`src/rtl/mc6502_interrupt_controller.sv`:
```
// mc6502_interrupt_controller: IRQ/NMI/BRK/reset sequencer that stacks PC and PSR and fetches the vector
// Ports: clk, rst (sync, active-high); i_irq_x (active-low level IRQs, bit 0 highest priority);
// i_nmi_x (active-low, falling-edge NMI); mc2il_ack/brk/data from the core; il2mc_addr/read/write/data/busy
// to memory and core; rf2il_s/psr/pc from the register file; il2rf_data/set_pcl/set_pch/pushed/set_i
// to the register file; o_irq_id holds the last accepted IRQ channel.
// Build option: define MC6502_IL_VECTORED_IRQ_EN to give IRQ channel k its own vector at $FFE0+2k.
module mc6502_interrupt_controller #(
  parameter int NUM_IRQ = 4
) (
  input  logic               clk,
  input  logic               rst,
  input  logic [NUM_IRQ-1:0] i_irq_x,
  input  logic               i_nmi_x,
  input  logic               mc2il_ack,
  input  logic               mc2il_brk,
  input  logic [7:0]         mc2il_data,
  output logic [15:0]        il2mc_addr,
  output logic               il2mc_read,
  output logic               il2mc_write,
  output logic [7:0]         il2mc_data,
  output logic               il2mc_busy,
  input  logic [7:0]         rf2il_s,
  input  logic [7:0]         rf2il_psr,
  input  logic [15:0]        rf2il_pc,
  output logic [7:0]         il2rf_data,
  output logic               il2rf_set_pcl,
  output logic               il2rf_set_pch,
  output logic               il2rf_pushed,
  output logic               il2rf_set_i,
  output logic [2:0]         o_irq_id
);
  typedef enum logic [2:0] {IDLE, PUSH_PCH, PUSH_PCL, PUSH_PSR, VEC_LO, VEC_HI} state_t;
  state_t state;
  logic [15:0] vec, pc_q, irq_vec;
  logic [7:0] s_q, psr_q;
  logic brk_q, nmi_q, nmi_pending;
  logic [2:0] irq_id_q, irq_sel;
  logic irq_any, nmi_edge, accept, take_nmi, take_brk, take_irq, hijack, push, vrd;
  always_comb begin
    irq_any = 1'b0;
    irq_sel = 3'd0;
    for (int k = NUM_IRQ - 1; k >= 0; k--)
      if (!i_irq_x[k]) begin
        irq_any = 1'b1;
        irq_sel = 3'(k);
      end
  end
  assign nmi_edge = nmi_q & ~i_nmi_x;
  assign accept = state == IDLE && mc2il_ack && (nmi_pending || mc2il_brk || (irq_any && !rf2il_psr[2]));
  assign take_nmi = accept && nmi_pending;
  assign take_brk = accept && !nmi_pending && mc2il_brk;
  assign take_irq = accept && !nmi_pending && !mc2il_brk;
  // An NMI seen before the vector fetch of a BRK/IRQ sequence redirects it to the NMI vector.
  assign hijack = (state == PUSH_PCH || state == PUSH_PCL || state == PUSH_PSR) &&
                  vec != 16'hFFFA && (nmi_pending || nmi_edge);
`ifdef MC6502_IL_VECTORED_IRQ_EN
  assign irq_vec = 16'hFFE0 + {12'd0, irq_sel, 1'b0};
`else
  assign irq_vec = 16'hFFFE;
`endif
  // Reset parks the FSM in VEC_LO so the reset vector is fetched right after rst falls.
  always_ff @(posedge clk)
    if (rst) begin
      state       <= VEC_LO;
      vec         <= 16'hFFFC;
      nmi_q       <= 1'b1;
      nmi_pending <= 1'b0;
      irq_id_q    <= 3'd0;
      brk_q       <= 1'b0;
      pc_q        <= 16'd0;
      s_q         <= 8'd0;
      psr_q       <= 8'd0;
    end else begin
      nmi_q       <= i_nmi_x;
      nmi_pending <= take_nmi ? nmi_edge : hijack ? 1'b0 : nmi_pending | nmi_edge;
      state       <= (state == VEC_HI || (state == IDLE && !accept)) ? IDLE : state_t'(state + 3'd1);
      if (accept) begin
        pc_q  <= rf2il_pc;
        s_q   <= rf2il_s;
        psr_q <= rf2il_psr;
        brk_q <= take_brk;
        vec   <= take_nmi ? 16'hFFFA : take_brk ? 16'hFFFE : irq_vec;
      end else if (hijack)
        vec <= 16'hFFFA;
      if (take_irq)
        irq_id_q <= irq_sel;
    end
  assign push          = !rst && (state == PUSH_PCH || state == PUSH_PCL || state == PUSH_PSR);
  assign vrd           = !rst && (state == VEC_LO || state == VEC_HI);
  assign il2mc_busy    = !rst && state != IDLE;
  assign il2mc_write   = push;
  assign il2rf_pushed  = push;
  assign il2mc_read    = vrd;
  assign il2rf_set_pcl = !rst && state == VEC_LO;
  assign il2rf_set_pch = !rst && state == VEC_HI;
  assign il2rf_set_i   = !rst && state == VEC_HI;
  assign il2rf_data    = vrd ? mc2il_data : 8'h00;
  assign o_irq_id      = rst ? 3'd0 : irq_id_q;
  always_comb begin
    il2mc_addr = rst                ? 16'h0000 :
                 state == PUSH_PCH  ? {8'h01, s_q} :
                 state == PUSH_PCL  ? {8'h01, s_q - 8'd1} :
                 state == PUSH_PSR  ? {8'h01, s_q - 8'd2} :
                 state == VEC_LO    ? vec :
                 state == VEC_HI    ? vec + 16'd1 : 16'h0000;
    il2mc_data = rst                ? 8'h00 :
                 state == PUSH_PCH  ? pc_q[15:8] :
                 state == PUSH_PCL  ? pc_q[7:0] :
                 state == PUSH_PSR  ? {psr_q[7:6], 1'b1, brk_q, psr_q[3:0]} : 8'h00;
  end
endmodule

```
`config.mk`:
```
export PLATFORM = sky130hd
export DESIGN_NAME = mc6502_interrupt_controller
export DESIGN_NICKNAME = d
export VERILOG_FILES = /design/src/rtl/mc6502_interrupt_controller.sv
export SDC_FILE = /design/constraint.sdc
export NUM_CORES = 1
export LEC_CHECK = 0
export BUFFER_PORTS_ARGS = -buffer_cell sky130_fd_sc_hd__buf_2
export CORE_AREA = 4 4 110 86
export CTS_CLUSTER_SIZE = 20
export DETAILED_ROUTE_END_ITERATION = 6
export DIE_AREA = 0 0 114 90
export GPL_TIMING_DRIVEN = 0
export PLACE_DENSITY = 0.49
export SLEW_MARGIN = 15
export SYNTH_ARGS = -nofsm -noshare
export SYNTH_HDL_FRONTEND = slang
export SYNTH_SLANG_ARGS = --single-unit
```
`constraint.sdc`:
```
create_clock -name clk -period 3.6 [get_ports clk]
set_input_delay 0.54 -clock clk [delete_from_list [all_inputs] [get_ports clk]]
set_output_delay 0.54 -clock clk [all_outputs]
set_load 0.02 [all_outputs]
```
# [After elaboration in Yosys (flattened, before gate mapping)]
# Index checks and enable logic that the tools add are counted.
[totals] in_bits=49 word_cells=80 regBits=57
[classes] n_eq_ne=6 add_sub_neg=4 n_bitwise=3 reduce_logical=31 n_mux=26
[ops] op="$mux W16" count=8
[ops] op="$mux W8" count=5
[ops] op="$add A16 B1 Y16 const B" count=1
[ops] op="$ne A16 B16 Y1 const B" count=1
[ops] op="$logic_and A1 B1 Y1" count=15
[ops] op="$mux W3" count=5
[ops] op="$sub A8 B1 Y8 const B" count=1
[ops] op="$sub A8 B2 Y8 const B" count=1
[ops] op="$logic_or A1 B1 Y1" count=7
[ops] op="$eq A3 B2 Y1 const B" count=2
[ops] op="$eq A3 B3 Y1 const B" count=2
[ops] op="$mux W1" count=6
[ops] op="$logic_not A1 Y1" count=5
[ops] op="$mux W2" count=2
[ops] op="$add A3 B1 Y3 const B" count=1
[ops] op="$eq A3 B1 Y1 const B" count=1
[ops] op="$logic_not A3 Y1" count=1
[ops] op="$reduce_bool A3 Y1" count=1
[ops] op="$reduce_bool A2 Y1" count=1
[ops] op="$reduce_or A2 Y1" count=1
[ops] op="$and A1 B1 Y1" count=1
[ops] op="$not A1 Y1" count=1
[ops] op="$or A1 B1 Y1" count=1

# [Depth between registers and ports, before layout]
[depth] ltp_word=11 mapped_depth=9 mapped_depth_nobuf=6

# [Worst setup path before layout]
# Ideal clock, no wire load.
[synth_timing] path_kind="register to output" start="register state[2]" end="output port il2mc_addr[10]" path_buffers=3 stages_incl_launch_ff=9 t_arrival_ps=2036 setup_slack_ps=1024 path_cell_list="dfxtp_1 buf_2 inv_1 ha_1 inv_1 clkbuf_1 nand2_1 nor2_1 buf_4"
[synth_between] elab_chain_len=7 word_cells_on_any_way=11
[synth_lines] element="from (decl)" line="33" source="state_t state;"
[synth_lines] element="from (signal assigned)" line="76" source="state <= (state == VEC_HI || (state == IDLE && !accept)) ? IDLE : state_t'(state + 3'd1);"
[synth_lines] element="$eq A3 B3 Y1" line="105" source="state == VEC_HI ? vec + 16'd1 : 16'h0000;"
[synth_lines] element="$mux W16" line="105"
[synth_lines] element="$mux W16" line="104" source="state == VEC_LO ? vec :"
[synth_lines] element="$mux W16" line="103" source="state == PUSH_PSR ? {8'h01, s_q - 8'd2} :"
[synth_lines] element="$mux W16" line="102" source="state == PUSH_PCL ? {8'h01, s_q - 8'd1} :"
[synth_lines] element="$mux W16 *" line="101" source="state == PUSH_PCH ? {8'h01, s_q} :"
[synth_lines] element="$mux W16 *" line="100" source="il2mc_addr = rst ? 16'h0000 :"
[synth_lines] element="to (decl)" line="17" source="output logic [15:0] il2mc_addr,"
# Every way passes the cells marked *; elsewhere a longest branch is shown, timed or not.

# [Worst setup path after layout]
[layout_timing] start="register state[2]" end="output port il2mc_addr[11]"
# Same word-level chain as after synthesis.

==> out/qor.yml <==
outcome:
  status: "completed"
critical_path:
  cp_slowest_stage_delay_ns: 0.40
  path_cells: "buf_2 -> inv_1 -> ha_1 -> inv_1 -> clkbuf_1 -> nand2_1 -> nor2_1 -> buf_4 -> buf_2"
  cp-start-kind: "register"
  cpMaxStageDelayCell: "dfxtp_1"
  cp_max_fo: 10
  end_kind: "output port"
  crit_type: "reg2out"
  cp.arrival_ns: 2.71
  worstPathRequired_ns: 3.06
yosys:
  avgSynthCellArea_um2: 7.193
  ys.flop_type: "dfxtp_1"
  synth_top_area_share_pct: 32.45
  synth_top_cell_by_area: "dfxtp_1"
  ys_ff_latch: 40
  synth_cell_types: 51
  yosys_warnings: 0
  ys_seq_area_share_pct: 32.45
  syn_area_um2: 2467
  syn-num-nets: 400
  synth_edf_count: 0
  yosys-top-cells-area: "dfxtp_1 32%, nand2_1 12%, a21oi_1 8.9%, ha_1 4.1%, a311oi_1 3.2%"
  syn_inst: 343
  async_flop_share_pct: 0
global_route:
  grt_start_max_net_pins: 13
  grt_pass1_vias: 2446
  antenna_found_initial: 0
  grt-ovfl-total: 0
  grt_usage_pct: 15.50
  grt_pass1_wl_um: 12890
final_layout:
  stdcell_area_um2: 3197
  diodes: 0
  syn_to_final_growth_pct: 29.56
  final_cells: 545
  nNetsFinal: 493
  drive_gt1_share_pct: 27.69
timing:
  rsz0062_at_grt: "false"
  max_slew_margin_pct: 61.02
  fmax_ghz: 0.3080
  hold_viol_final: 0
  tns_ns: 0
  finalCritPeriodShare_pct: 90.20
  clock-skew-final_ns: 0.006793
  finalCriticalPeriod_ns: 3.247
  setup_viol: 0
  fin_ws_ns: 0.3528
  tightest_slew_ns: 0.5847
  final-max-slew-violation-count: 0
placement:
  pre_cts_slack_ns: 0.6683
  placed_cells: 537
  post_dp_cell_area_um2: 3033
  io_buffer_count: 86
  gp_congestion: 0.9136
  place.detailed.hpwl_um: 6203
clocking:
  postCtsSetupBuffers: 0
  clkTransAtPathRegs_ns: 0.06
  cts_tree: "done"
  clock-sinks: 40
  cts_made_buffers: 5
  cts.htree.levels: 2
  clk_path_buf_depth: 2
  cts_root_buf: "clkbuf_16"
  insertion_delay_ns: 0.28
  hold_buffers: 0
  cts-resized-gates: 0
die:
  core_um2: 8346
  die_y_um: 90
  die_area_um2: 10260
  fp.dieW_um: 114
  start_util_pct: 29.57
  num_rows: 29
  io_pins: 91
power_and_ir_drop:
  power_density_nw_per_um2: 692.5
  p_clk_share_pct: 22.7
  ir_drop_uv: 368.1
  p_leak_nw: 1.395
  p_int_mw: 1.272
  power.switching_mw: 0.9421
  p_seq_share_pct: 25.3
  swShare_pct: 42.55
  p_comb_share_pct: 52.1
flow_run:
  drv_cap: 0
drt:
  drt_first_pass_iters: 4
  vias_per_cell: 4.899
  num_vias: 2670
  routedWlPerCell_um: 14.80
  ant_nets: 0
  drtIter0Drc: 167
  drt_wl_total_um: 8067
  drc_errors: 0
min_path:
  min_path_type: "reg2reg"
stage by stage:
stage / power [mW] / hold WS, ns / util [%]
final: 2.214 / 0.4598 / 38.31
after global routing: 2.368 / 0.4627 / 38.31
after CTS: 2.228 / 0.4579 / 38.31
after detailed placement: 1.718 / 0.4482 / 36.34
after global placement: 1.711 / 0.4447 / 36.34
after floorplan: 1.376 / 0.4322 / -
flip-flops by register name, indices dropped and copies added, names as in the netlist:
signal,count
s_q,8
nmi_q,1
state,3
pc_q,16
vec,2
irq_id_q,2
psr_q,6
nmi_pending,1
brk_q,1
synthesized netlist by cell type (all sizes together) (3+ instances only):
master  count
buf        21
ha          8
a21oi      44
o21ai      11
nand2b      3
a311oi      9
nand3       9
clkbuf     14
and2       12
dfxtp      40
nor3b       4
nor2b       8
nor3        4
nand2      80
o22ai       4
inv        13
o31ai       4
nor2       20
routing by layer:
metal	share of wire [%]	global-route usage [%]
met3	7.7	4.430
met2	41	22.22
met4	0.69	2.374
met1	51	23.27
met5	0	0
final timing paths:
kind	end	depth (start not counted)	startpoint	slack (ns)
worst max-delay path	il2mc_addr[11]	9	state[2]$_SDFF_PP1_	0.35
worst min-delay path	psr_q[3]$_SDFFE_PP0P_	2	psr_q[3]$_SDFFE_PP0P_	0.46
worst max register to register	vec[1]$_SDFFE_PP0P_	8	state[2]$_SDFF_PP1_	1.49
worst min register to register	psr_q[3]$_SDFFE_PP0P_	2	psr_q[3]$_SDFFE_PP0P_	0.46
layout by cell type (no fill, tap or decap), drive strengths merged, types with 8 or more instances in the layout:
master,count
buf,107
nand2,80
a21oi,44
dfxtp,40
nor2,20
clkbuf,20
inv,13
and2,12
o21ai,11
nand3,9
a311oi,9
nor2b,8
ha,8
final cells by class:
class                           instances  area (um2)
Fill cell                             927        5149
Multi-Input combinational cell        255        1431
Sequential cell                        40       800.8
Timing Repair Buffer                   86       430.4
Buffer                                 35       186.4
Tap cell                              108       135.1
Clock buffer                            6       128.9
Inverter                               13       48.80
Clock inverter                          2       35.03
cell families (layout without fill, tap and decap cells):
family          count (synthesis)  after routing  share of synthesized area, %
mux                             2              2                        0.8114
compound gates                 94             94                         24.60
other cells                     1              1                        0.1520
xor+xnor                        1              1                        0.3550
simple gates                  149            149                         28.04
flops                          40             40                         32.45
fa+ha+maj                       8              8                         4.057
buf+inv                        48            142                         9.533
power by group through the flow:
stage / clock [mW] / sequential (mW) / combinational (mW)
global route: 0.538 / 0.567 / 1.26
finish: 0.502 / 0.559 / 1.15
global placement: 0 / 0.566 / 1.15
floorplan: 0 / 0.550 / 0.826
CTS: 0.513 / 0.559 / 1.16
detailed placement: 0 / 0.568 / 1.15
critical path: cells and delay by family, from the launching register on:
kind                     cells  cell delay (ns)
adder cells (fa/ha/maj)      1             0.26
buffers and inverters        6             1.21
AND/OR/NAND/NOR              2             0.58
flip-flops                   1             0.40
Power figures use the tool's default switching activity.
